<file path="src/rtl/arb_pkg.sv">
// Shared types and the address-window decoder for the fetch/data memory arbiter.
// Both requesters decode through the same function so the legality rules cannot drift apart.
package arb_pkg;

    typedef enum logic [1:0] {
        IDLE,
        ISSUE,
        WAIT,
        ERR
    } arb_state_t;

    typedef enum logic {
        OWN_I,
        OWN_D
    } owner_t;

    typedef struct packed {
        logic        legal;
        logic [31:0] phys;
    } decode_t;

    // An address below base wraps to a huge offset and therefore fails the bound check.
    function automatic decode_t decode(input logic [31:0] addr,
                                       input logic [31:0] base,
                                       input logic [31:0] words,
                                       input logic [31:0] phys_base);
        decode_t     res;
        logic [31:0] off;
        off       = (addr - base) >> 2;
        res.legal = (addr[1:0] == 2'b00) && (off < words);
        res.phys  = phys_base + off;
        return res;
    endfunction

endpackage

</file>
<file path="src/rtl/mem_arbiter_if.sv">
// Core-side fetch/data ports and memory-side port of the arbiter, bundled as one interface.
// slave is the arbiter's view; master is the view of the core and memory around it.
interface mem_arbiter_if #(
    parameter int unsigned DATA_WIDTH = 32,
    parameter int unsigned MEM_AW     = 11
);
    logic                    i_req;
    logic [31:0]             i_addr;
    logic                    i_gnt;
    logic                    i_rvalid;
    logic [DATA_WIDTH-1:0]   i_rdata;
    logic                    i_err;

    logic                    d_req;
    logic                    d_we;
    logic [DATA_WIDTH/8-1:0] d_be;
    logic [31:0]             d_addr;
    logic [DATA_WIDTH-1:0]   d_wdata;
    logic                    d_gnt;
    logic                    d_rvalid;
    logic                    d_err;
    logic [DATA_WIDTH-1:0]   d_rdata;

    logic                    m_en;
    logic                    m_we;
    logic [DATA_WIDTH/8-1:0] m_be;
    logic [MEM_AW-1:0]       m_addr;
    logic [DATA_WIDTH-1:0]   m_wdata;
    logic [DATA_WIDTH-1:0]   m_rdata;

    modport slave (
        input  i_req, i_addr,
        output i_gnt, i_rvalid, i_rdata, i_err,
        input  d_req, d_we, d_be, d_addr, d_wdata,
        output d_gnt, d_rvalid, d_err, d_rdata,
        output m_en, m_we, m_be, m_addr, m_wdata,
        input  m_rdata
    );

    modport master (
        output i_req, i_addr,
        input  i_gnt, i_rvalid, i_rdata, i_err,
        output d_req, d_we, d_be, d_addr, d_wdata,
        input  d_gnt, d_rvalid, d_err, d_rdata,
        input  m_en, m_we, m_be, m_addr, m_wdata,
        output m_rdata
    );

endinterface

</file>
<file path="src/rtl/arb_starve_cnt.sv">
// Saturating count of arbitrations fetch has lost; sat tells the arbiter to let fetch win.
module arb_starve_cnt #(
    parameter int unsigned STARVE_LIMIT = 4
) (
    input  logic clk,
    input  logic reset,
    input  logic inc,
    input  logic clr,
    output logic sat
);
    localparam int unsigned CNT_W = $clog2(STARVE_LIMIT + 1);

    logic [CNT_W-1:0] cnt_q;

    assign sat = (cnt_q == CNT_W'(STARVE_LIMIT));

    always_ff @(posedge clk) begin
        if (reset) begin
            cnt_q <= '0;
        end else if (clr) begin
            cnt_q <= '0;
        end else if (inc && !sat) begin
            cnt_q <= cnt_q + 1'b1;
        end
    end

endmodule

</file>
<file path="src/rtl/mem_arbiter.sv">
// Shares one single-port word memory between instruction fetch and data accesses.
// Data has priority; a starvation counter forces a fetch grant after STARVE_LIMIT losses.
module mem_arbiter
    import arb_pkg::*;
#(
    parameter logic [31:0] INS_BASE_ADDR  = 32'h0000_0000,
    parameter logic [31:0] DATA_BASE_ADDR = 32'h8000_0000,
    parameter int unsigned DATA_WIDTH     = 32,
    parameter int unsigned INS_WORDS      = 1024,
    parameter int unsigned DATA_WORDS     = 1024,
    parameter int unsigned MEM_AW         = 11,
    parameter int unsigned MEM_LATENCY    = 1,
    parameter int unsigned STARVE_LIMIT   = 4
) (
    input logic          clk,
    input logic          reset,
    mem_arbiter_if.slave bus
);
    localparam int unsigned BE_W  = DATA_WIDTH / 8;
    localparam int unsigned LAT_W = $clog2(MEM_LATENCY) + 1;

    arb_state_t            state_q, state_d;
    owner_t                owner_q, owner_d;
    logic [LAT_W-1:0]      lat_q, lat_d;
    logic                  m_en_q, m_en_d;
    logic                  m_we_q, m_we_d;
    logic [BE_W-1:0]       m_be_q, m_be_d;
    logic [MEM_AW-1:0]     m_addr_q, m_addr_d;
    logic [DATA_WIDTH-1:0] m_wdata_q, m_wdata_d;
    logic [DATA_WIDTH-1:0] i_rdata_q, i_rdata_d;
    logic [DATA_WIDTH-1:0] d_rdata_q, d_rdata_d;

    decode_t dec_i, dec_d;
    logic    starve_sat;
    logic    grant_i, grant_d;
    logic    unused_phys_hi;

    assign dec_i = decode(bus.i_addr, INS_BASE_ADDR, 32'(INS_WORDS), 32'd0);
    assign dec_d = decode(bus.d_addr, DATA_BASE_ADDR, 32'(DATA_WORDS), 32'(INS_WORDS));
    assign unused_phys_hi = ^{dec_i.phys[31:MEM_AW], dec_d.phys[31:MEM_AW]};

    assign grant_i = (state_q == IDLE) && bus.i_req && (!bus.d_req || starve_sat);
    assign grant_d = (state_q == IDLE) && bus.d_req && !grant_i;

    arb_starve_cnt #(
        .STARVE_LIMIT(STARVE_LIMIT)
    ) u_starve_cnt (
        .clk  (clk),
        .reset(reset),
        .inc  (grant_d && bus.i_req),
        .clr  (grant_i),
        .sat  (starve_sat)
    );

    always_comb begin
        state_d      = state_q;
        owner_d      = owner_q;
        lat_d        = lat_q;
        m_en_d       = 1'b0;
        m_we_d       = 1'b0;
        m_be_d       = '0;
        m_addr_d     = m_addr_q;
        m_wdata_d    = '0;
        i_rdata_d    = i_rdata_q;
        d_rdata_d    = d_rdata_q;
        bus.i_gnt    = 1'b0;
        bus.d_gnt    = 1'b0;
        bus.i_rvalid = 1'b0;
        bus.d_rvalid = 1'b0;
        bus.i_err    = 1'b0;
        bus.d_err    = 1'b0;
        bus.i_rdata  = i_rdata_q;
        bus.d_rdata  = d_rdata_q;

        unique case (state_q)
            IDLE: begin
                if (grant_i) begin
                    bus.i_gnt = 1'b1;
                    owner_d   = OWN_I;
                    if (dec_i.legal) begin
                        state_d  = ISSUE;
                        m_en_d   = 1'b1;
                        m_be_d   = '1;
                        m_addr_d = dec_i.phys[MEM_AW-1:0];
                    end else begin
                        state_d = ERR;
                    end
                end else if (grant_d) begin
                    bus.d_gnt = 1'b1;
                    owner_d   = OWN_D;
                    if (dec_d.legal) begin
                        state_d   = ISSUE;
                        m_en_d    = 1'b1;
                        m_we_d    = bus.d_we;
                        m_be_d    = bus.d_be;
                        m_addr_d  = dec_d.phys[MEM_AW-1:0];
                        m_wdata_d = bus.d_we ? bus.d_wdata : '0;
                    end else begin
                        state_d = ERR;
                    end
                end
            end
            ISSUE: begin
                lat_d   = '0;
                state_d = m_we_q ? IDLE : WAIT;
            end
            WAIT: begin
                // Terminal cycle is the one in which the memory's read data is valid.
                if (lat_q == LAT_W'(MEM_LATENCY - 1)) begin
                    state_d = IDLE;
                    if (owner_q == OWN_I) begin
                        bus.i_rvalid = 1'b1;
                        bus.i_rdata  = bus.m_rdata;
                        i_rdata_d    = bus.m_rdata;
                    end else begin
                        bus.d_rvalid = 1'b1;
                        bus.d_rdata  = bus.m_rdata;
                        d_rdata_d    = bus.m_rdata;
                    end
                end else begin
                    lat_d = lat_q + 1'b1;
                end
            end
            ERR: begin
                state_d = IDLE;
                if (owner_q == OWN_I) begin
                    bus.i_rvalid = 1'b1;
                    bus.i_err    = 1'b1;
                    bus.i_rdata  = '0;
                    i_rdata_d    = '0;
                end else begin
                    bus.d_rvalid = 1'b1;
                    bus.d_err    = 1'b1;
                    bus.d_rdata  = '0;
                    d_rdata_d    = '0;
                end
            end
            default: state_d = IDLE;
        endcase
    end

    always_ff @(posedge clk) begin
        if (reset) begin
            state_q   <= IDLE;
            owner_q   <= OWN_I;
            lat_q     <= '0;
            m_en_q    <= 1'b0;
            m_we_q    <= 1'b0;
            m_be_q    <= '0;
            m_addr_q  <= '0;
            m_wdata_q <= '0;
            i_rdata_q <= '0;
            d_rdata_q <= '0;
        end else begin
            state_q   <= state_d;
            owner_q   <= owner_d;
            lat_q     <= lat_d;
            m_en_q    <= m_en_d;
            m_we_q    <= m_we_d;
            m_be_q    <= m_be_d;
            m_addr_q  <= m_addr_d;
            m_wdata_q <= m_wdata_d;
            i_rdata_q <= i_rdata_d;
            d_rdata_q <= d_rdata_d;
        end
    end

    assign bus.m_en    = m_en_q;
    assign bus.m_we    = m_we_q;
    assign bus.m_be    = m_be_q;
    assign bus.m_addr  = m_addr_q;
    assign bus.m_wdata = m_wdata_q;

endmodule

</file>
<file path="src/flat_wrapper.sv">
// flat-port wrapper written by rule: the top's interface ports become plain ports
module mem_arbiter_flat import arb_pkg::*;
#(
    parameter logic [31:0] INS_BASE_ADDR  = 32'h0000_0000,
    parameter logic [31:0] DATA_BASE_ADDR = 32'h8000_0000,
    parameter int unsigned DATA_WIDTH     = 32,
    parameter int unsigned INS_WORDS      = 1024,
    parameter int unsigned DATA_WORDS     = 1024,
    parameter int unsigned MEM_AW         = 11,
    parameter int unsigned MEM_LATENCY    = 1,
    parameter int unsigned STARVE_LIMIT   = 4
)
  (clk, reset, bus_i_req, bus_i_addr, bus_i_gnt, bus_i_rvalid, bus_i_rdata, bus_i_err, bus_d_req, bus_d_we, bus_d_be, bus_d_addr, bus_d_wdata, bus_d_gnt, bus_d_rvalid, bus_d_err, bus_d_rdata, bus_m_en, bus_m_we, bus_m_be, bus_m_addr, bus_m_wdata, bus_m_rdata);
  mem_arbiter_if #(.DATA_WIDTH(DATA_WIDTH), .MEM_AW(MEM_AW)) bus_i ();
  input logic clk;
  input logic reset;
  input wire logic [$bits(bus_i.i_req)-1:0] bus_i_req;
  input wire logic [$bits(bus_i.i_addr)-1:0] bus_i_addr;
  output wire logic [$bits(bus_i.i_gnt)-1:0] bus_i_gnt;
  output wire logic [$bits(bus_i.i_rvalid)-1:0] bus_i_rvalid;
  output wire logic [$bits(bus_i.i_rdata)-1:0] bus_i_rdata;
  output wire logic [$bits(bus_i.i_err)-1:0] bus_i_err;
  input wire logic [$bits(bus_i.d_req)-1:0] bus_d_req;
  input wire logic [$bits(bus_i.d_we)-1:0] bus_d_we;
  input wire logic [$bits(bus_i.d_be)-1:0] bus_d_be;
  input wire logic [$bits(bus_i.d_addr)-1:0] bus_d_addr;
  input wire logic [$bits(bus_i.d_wdata)-1:0] bus_d_wdata;
  output wire logic [$bits(bus_i.d_gnt)-1:0] bus_d_gnt;
  output wire logic [$bits(bus_i.d_rvalid)-1:0] bus_d_rvalid;
  output wire logic [$bits(bus_i.d_err)-1:0] bus_d_err;
  output wire logic [$bits(bus_i.d_rdata)-1:0] bus_d_rdata;
  output wire logic [$bits(bus_i.m_en)-1:0] bus_m_en;
  output wire logic [$bits(bus_i.m_we)-1:0] bus_m_we;
  output wire logic [$bits(bus_i.m_be)-1:0] bus_m_be;
  output wire logic [$bits(bus_i.m_addr)-1:0] bus_m_addr;
  output wire logic [$bits(bus_i.m_wdata)-1:0] bus_m_wdata;
  input wire logic [$bits(bus_i.m_rdata)-1:0] bus_m_rdata;
  assign bus_i.i_req = bus_i_req;
  assign bus_i.i_addr = bus_i_addr;
  assign bus_i_gnt = bus_i.i_gnt;
  assign bus_i_rvalid = bus_i.i_rvalid;
  assign bus_i_rdata = bus_i.i_rdata;
  assign bus_i_err = bus_i.i_err;
  assign bus_i.d_req = bus_d_req;
  assign bus_i.d_we = bus_d_we;
  assign bus_i.d_be = bus_d_be;
  assign bus_i.d_addr = bus_d_addr;
  assign bus_i.d_wdata = bus_d_wdata;
  assign bus_d_gnt = bus_i.d_gnt;
  assign bus_d_rvalid = bus_i.d_rvalid;
  assign bus_d_err = bus_i.d_err;
  assign bus_d_rdata = bus_i.d_rdata;
  assign bus_m_en = bus_i.m_en;
  assign bus_m_we = bus_i.m_we;
  assign bus_m_be = bus_i.m_be;
  assign bus_m_addr = bus_i.m_addr;
  assign bus_m_wdata = bus_i.m_wdata;
  assign bus_i.m_rdata = bus_m_rdata;
  mem_arbiter #(.INS_BASE_ADDR(INS_BASE_ADDR), .DATA_BASE_ADDR(DATA_BASE_ADDR), .DATA_WIDTH(DATA_WIDTH), .INS_WORDS(INS_WORDS), .DATA_WORDS(DATA_WORDS), .MEM_AW(MEM_AW), .MEM_LATENCY(MEM_LATENCY), .STARVE_LIMIT(STARVE_LIMIT)) u_core (.clk(clk), .reset(reset), .bus(bus_i));
endmodule
</file>
<file path="config.mk">
export PLATFORM = sky130hd
export DESIGN_NAME = mem_arbiter_flat
export DESIGN_NICKNAME = d
export VERILOG_FILES = /design/src/rtl/arb_pkg.sv /design/src/rtl/mem_arbiter_if.sv /design/src/rtl/arb_starve_cnt.sv /design/src/rtl/mem_arbiter.sv /design/src/flat_wrapper.sv
export SDC_FILE = /design/constraint.sdc
export NUM_CORES = 1
export LEC_CHECK = 0
export CAP_MARGIN = 20
export CORE_MARGIN = 2
export CORE_UTILIZATION = 39
export CTS_BUF_LIST = sky130_fd_sc_hd__clkbuf_8
export DETAILED_ROUTE_END_ITERATION = 10
export PLACE_DENSITY = 0.9
export SYNTH_ARGS = -nofsm -noshare
export SYNTH_HDL_FRONTEND = slang
export SYNTH_SLANG_ARGS = --single-unit
</file>
<file path="constraint.sdc">
create_clock -name clk -period 2.6 [get_ports clk]
set_input_delay 0.52 -clock clk [delete_from_list [all_inputs] [get_ports clk]]
set_output_delay 0.52 -clock clk [all_outputs]
set_load 0.03 [all_outputs]
</file>
# After elaboration in Yosys (flattened, before gate mapping)
# Index checks and enable logic that the tools add are counted.
word_totals:
  ff_bits: 120
  latchBits: 0
  mem_bits_rw: 0
  rom_bits: 0
  input_bits: 137
  output_inout_bits: 119
  wordCells: 97
  memories: 0
op_classes:
  n_addsub: 4
  n_mul: 0
  div: 0
  order_cmp: 2
  n_eq_ne: 7
  n_shift: 0
  n_mux: 44
  n_bitwise: 4
  n_reduce_logical: 25
op_table:
  columns: ["cell", "count"]
  rows:
  - ["$mux 32", 6]
  - ["$pmux 32 s2", 2]
  - ["$lt 30x11->1 const B", 2]
  - ["$mux 11", 4]
  - ["$sub 32x32->32 const B", 1]
  - ["$mux 1", 18]
  - ["$mux 4", 4]
  - ["$mux 2", 6]
  - ["$add 11x11->11 const A", 1]
  - ["$logic_and 1x1->1", 8]
  - ["$pmux 2 s4", 1]
  - ["$logic_not 2->1", 3]
  - ["$pmux 1 s2", 3]
  - ["$reduce_bool 2->1", 3]
  - ["$reduce_or 6->1", 1]
  - ["$reduce_or 5->1", 1]
  - ["$eq 2x2->1 const B", 2]
  - ["$not 1->1", 4]
  - ["$reduce_and 2->1", 2]
  - ["$reduce_and 4->1", 1]
  - ["$reduce_or 2->1", 2]
  - ["$add 3x1->3 const B", 1]
  - ["$eq 3x3->1 const B", 1]
  - ["$logic_not 1->1", 3]
  - ["6 further kinds", 6]

# Longest topological paths before layout
logic_depth:
  ltp_word: 8
  mapped_depth: 9

# By module
# From an unflattened synthesis, not the netlist that was laid out.
hier_totals:
  cells_unflattened: 529
  hier_area_um2: 4645.7
by_module_without_submodules:
  columns: ["mod", "n_inst", "cells_each", "area_per_inst_um2", "seq_area_each_um2"]
  rows:
  - ["mem_arbiter", 1, 511, 4458.0, 2322.2]
  - ["arb_starve_cnt", 1, 18, 187.7, 60.1]

# Least setup slack after synthesis
# No wires, ideal clock.
synth_timing:
  path_kind: "flip-flop to output port"
  start: "register u_core.state_q[1]"
  end: "output port bus_i_rdata[24]"
  arrival_time_ps: 1566
  setup_slack_ps: 514
  path_stages_with_launch: 5
  path_buffers: 2
  path_cell_list: "dfxtp_1 -> nand2b_1 -> clkbuf_1 -> clkbuf_1 -> o21ai_0"
synth_via:
  elab_chain_len: 2
  word_cells_on_any_way: 3
synth_lines:
  columns: ["item", "line_no", "rtl"]
  rows:
  - ["start, declared", "mem_arbiter.sv:22", "arb_state_t state_q, state_d;"]
  - ["start signal, assigned", "mem_arbiter.sv:155", "state_q <= state_d;"]
  - ["$eq 2x2->1", "mem_arbiter.sv:75", "unique case (state_q)"]
  - ["$pmux 32 s2 (*)", null, null]
  - ["end, declared", "flat_wrapper.sv:21", "output wire logic [$bits(bus_i.i_rdata)-1:0] bus_i_rdata;"]
# Mark *: on every way between the ends. The rest lies on a longest branch, timed or not.

# Worst setup path in the final report
layout_timing:
  start: "register u_core.state_q[1]"
  end: "output port bus_d_rvalid"
layout_via:
  elab_chain_len: 2
  word_cells_on_any_way: 3
layout_lines:
  columns: ["item", "line_no", "rtl"]
  rows:
  - ["$eq 2x2->1", "mem_arbiter.sv:75", null]
  - ["$pmux 1 s2 (*)", "mem_arbiter.sv:75", null]
  - ["end, declared", "flat_wrapper.sv:29", "output wire logic [$bits(bus_i.d_rvalid)-1:0] bus_d_rvalid;"]
# Marked as above.

==> results.yml <==
route:
  drt_iter0_drc: 215
  vias: 4447
  drc_errors: 0
  wire_per_inst_um: 15.8
  viasPerCell: 4.89
  ant_nets: 0
  first_pass_iters: 6
  wl_um: 14300
floorplanning:
  row_count: 38
  chipWidth_um: 110
  core-area_um2: 10900
  io_pins: 256
  start_util: 0.404
  die_h_um: 110
  die-area_um2: 12200
placed_design:
  gp_congestion: 0.917
  dpl_cell_area_um2: 7140
  post-place-ws_ps: -72.7
  dp_hpwl_um: 10800
  portBuffers: 255
sta:
  setup_violations: 0
  drv_slew: 0
  tightest_slew_ps: 511
  rsz0062_at_grt: "false"
  post-route-worst-setup-slack_ps: 147
  hold_violations: 0
  setup_total_negative_slack_ps: 0
  hold_ws_ps: 501
  maxSlewHeadroom: 0.659
  skew_ps: 8.82
  period_minus_slack_ps: 2450
  max_freq_ghz: 0.408
  fin_crit_sh: 0.943
synthesis:
  synth.cell_area_um2: 4420
  yosysSeqAreaShare: 0.540
  synth_cell_types: 31
  ys_seq_elements: 119
  syn_inst: 503
  yosys.area.top_type: "dfxtp_1"
  syn_nets: 642
  synth_warnings: 0
  synth_area_leaders: "dfxtp_1, nor2b_1, nand2_1"
  syn_avg_cell_area_um2: 8.78
  yosysTopAreaCellShare: 0.540
cells_and_area:
  seq_area_um2: 2380
  fin_nets: 897
  filler_cell_count: 835
  multi_input_area_um2: 1870
  drive_above_1_share: 0.0806
  antenna-diode-count: 0
  syn2layout_area_growth_pct: 68.0
  design_area_um2: 7420
clock_network:
  cts_buffers: 17
  cts_setup_buffers: 0
  root_buffer: "clkbuf_8"
  cts.htree.levels: 4
  numClockSinks: 119
  cts_tree: "done"
  clkLatencyLatePin_ps: 430
  clockBufferDepth: 2
  clk_pin_slew_ps: 60
  cts_hold_repair.buffers: 0
outcome:
  status: "complete, no violations"
grt:
  track_usage: 0.235
  antenna_found_initial: 0
  grt_pass1_vias: 4657
  globalRouteOverflowTotal: 0
  grt_start_max_net_pins: 52
  grt_pass1_wl_um: 22700
pwr:
  p_switching_uw: 1350
  power_frac_comb: 0.250
  clockPowerShare: 0.321
  power.internal_uw: 3150
  pwr-share-seq: 0.429
  p_sw_frac: 0.300
  vdd_drop_max_mv: 0.402
  power.density_nw_per_um2: 608
  p_leak_uw: 0.00320
critical_path:
  crit_arrival_ps: 1930
  max_stage_delay_ps: 660
  cp_top_family: "buffers and inverters"
  endpoint_kind: "output port"
  worst-path-buf-inv: 3
  path_class: "flip-flop to output port"
  r2r-start: "u_core.u_starve_cnt.cnt_q[0]$_SDFFE_PP0P_"
  path_cells: "nand2_2 -> buf_12 -> inv_1 -> clkdlybuf4s50_1"
  path_max_fanout: 30
  start_kind: "flip-flop"
  rr_endpoint: "u_core.bus.m_addr[7]$_SDFFE_PP0P_"
  r2r_setup_slack_ps: 460
  r2r_cells: 9
  cp.depth: 4
  cp.required_ps: 2080
  critPathSlowestCell: "clkdlybuf4s50_1"
min_path:
  min_path_cells: 2
  hold_path.startpoint: "u_core.bus.m_addr[10]$_SDFFE_PP0P_"
  holdPathEnd: "u_core.bus.m_addr[10]$_SDFFE_PP0P_"
  min_path_type: "flip-flop to flip-flop"
job:
  cap_viol_max_count: 0
[layer usage]
metal	wire length [µm]	share of wire	global-route usage
met5	0	0	0
met4	360	0.025	0.0950
met3	1280	0.089	0.0922
met2	7270	0.51	0.428
met1	5420	0.38	0.239
[worst max path at each step]
stage,startpoint,to
2_1_floorplan,u_core.state_q[1]$_SDFFE_PP0P_,bus_i_rdata[24]
3_3_place_gp,bus_d_addr[19],u_core.bus.m_addr[3]$_SDFFE_PP0P_
3_5_place_dp,bus_d_addr[1],u_core.bus.m_addr[3]$_SDFFE_PP0P_
4_1_cts,u_core.state_q[1]$_SDFFE_PP0P_,bus_d_rvalid
5_1_grt,u_core.state_q[1]$_SDFFE_PP0P_,bus_d_rdata[22]
6_report,u_core.state_q[1]$_SDFFE_PP0P_,bus_d_rvalid
[layout by cell type (no fill, tap or decap), types with 2 or more instances in the layout]
master           instances
a21oi_1                  6
nand4_1                  2
a211oi_1                10
buf_4                   19
buf_12                   5
inv_1                    8
ha_1                     2
mux2i_1                 11
o21ai_0                 66
clkdlybuf4s50_1        186
dfxtp_1                119
clkbuf_8                23
dlygate4sd2_1           56
and2_1                  32
nor2b_1                 65
nor3_1                  13
nor4_1                  10
clkinv_2                 3
nand2_1                 99
nor2_1                  16
[state kept, by name, summed over array words and instances, names as in the netlist]
name and cells:
u_core.d_rdata_q 32, u_core.bus.m_en 1, u_core.bus.m_we 1, u_core.bus.m_wdata 32, u_core.owner_q 1, u_core.bus.m_be 4
u_core.state_q 2, u_core.bus.m_addr 11, u_core.i_rdata_q 32, u_core.u_starve_cnt.cnt_q 3
[cell families (layout without fill, tap and decap cells)]
logic type / count (synthesis) / after routing / share of synthesized area
compound gates: 85 / 85 / 0.105
fa+ha+maj: 2 / 2 / 0.00567
buf+inv: 39 / 305 / 0.0371
flops: 119 / 119 / 0.540
mux: 11 / 11 / 0.0249
simple gates: 247 / 247 / 0.288
[worst register-to-register path, stage by stage, from the launching register on]
cell and delay [ps]:
dfxtp_1 340, inv_1 70, ha_1 200, a21bo_2 230, nand3_2 110, inv_2 80
nor4_4 330, buf_4 270, or2_2 270, a211oi_1 120
[power by group through the flow]
| stage | Sequential, µW | Combinational (µW) | Clock (µW) |
|---|---|---|---|
| after floorplan | 1960 | 613 | 0 |
| after global placement | 1970 | 1180 | 0 |
| after detailed placement | 1970 | 1210 | 0 |
| after CTS | 1930 | 1130 | 1480 |
| after global routing | 1940 | 1210 | 1550 |
| final | 1930 | 1130 | 1450 |
[area by class of cell]
class	count	share of cell area
Timing Repair Buffer	269	0.353
Sequential cell	119	0.321
Multi-Input combinational cell	345	0.253
Clock buffer	23	0.0427
Tap cell	140	0.0236
Clock inverter	7	0.00405
Inverter	6	0.00304
[stage by stage]
step                power [µW]   util  cells
finish                    4510  0.678    909
detailed placement        3180  0.653    879
CTS                       4540  0.678    909
floorplan                 2570      -    503
global placement          3150  0.653    879
global route              4700  0.678    909
[cells in the mapped netlist]
| cell | instances |
|---|---|
| o21ai_0 | 66 |
| nor4_1 | 10 |
| nand2b_1 | 1 |
| nor4b_1 | 1 |
| nand3b_1 | 1 |
| nand3_2 | 1 |
| buf_2 | 2 |
| or3b_2 | 1 |
| nand4_1 | 2 |
| a21bo_2 | 1 |
| or2_2 | 1 |
| and2_1 | 32 |
| inv_2 | 1 |
| inv_1 | 4 |
| a211oi_1 | 10 |
| a22oi_1 | 1 |
| and3b_2 | 1 |
| buf_4 | 4 |
| clkbuf_1 | 27 |
| nor3_2 | 1 |
| mux2i_1 | 11 |
| dfxtp_1 | 119 |
| ha_1 | 2 |
| a21oi_1 | 6 |
| o32a_1 | 1 |
| nand2_1 | 100 |
| nor3_1 | 13 |
| nor4_4 | 1 |
| nor2b_1 | 65 |
| clkinv_1 | 1 |
| nor2_1 | 16 |
[timing repair]
action | CTS | global route
setup endpoints to repair | 58 | 2
resized for setup | 58 | 4
pin swaps | 0 | 0
Power figures use the tool's default switching activity.
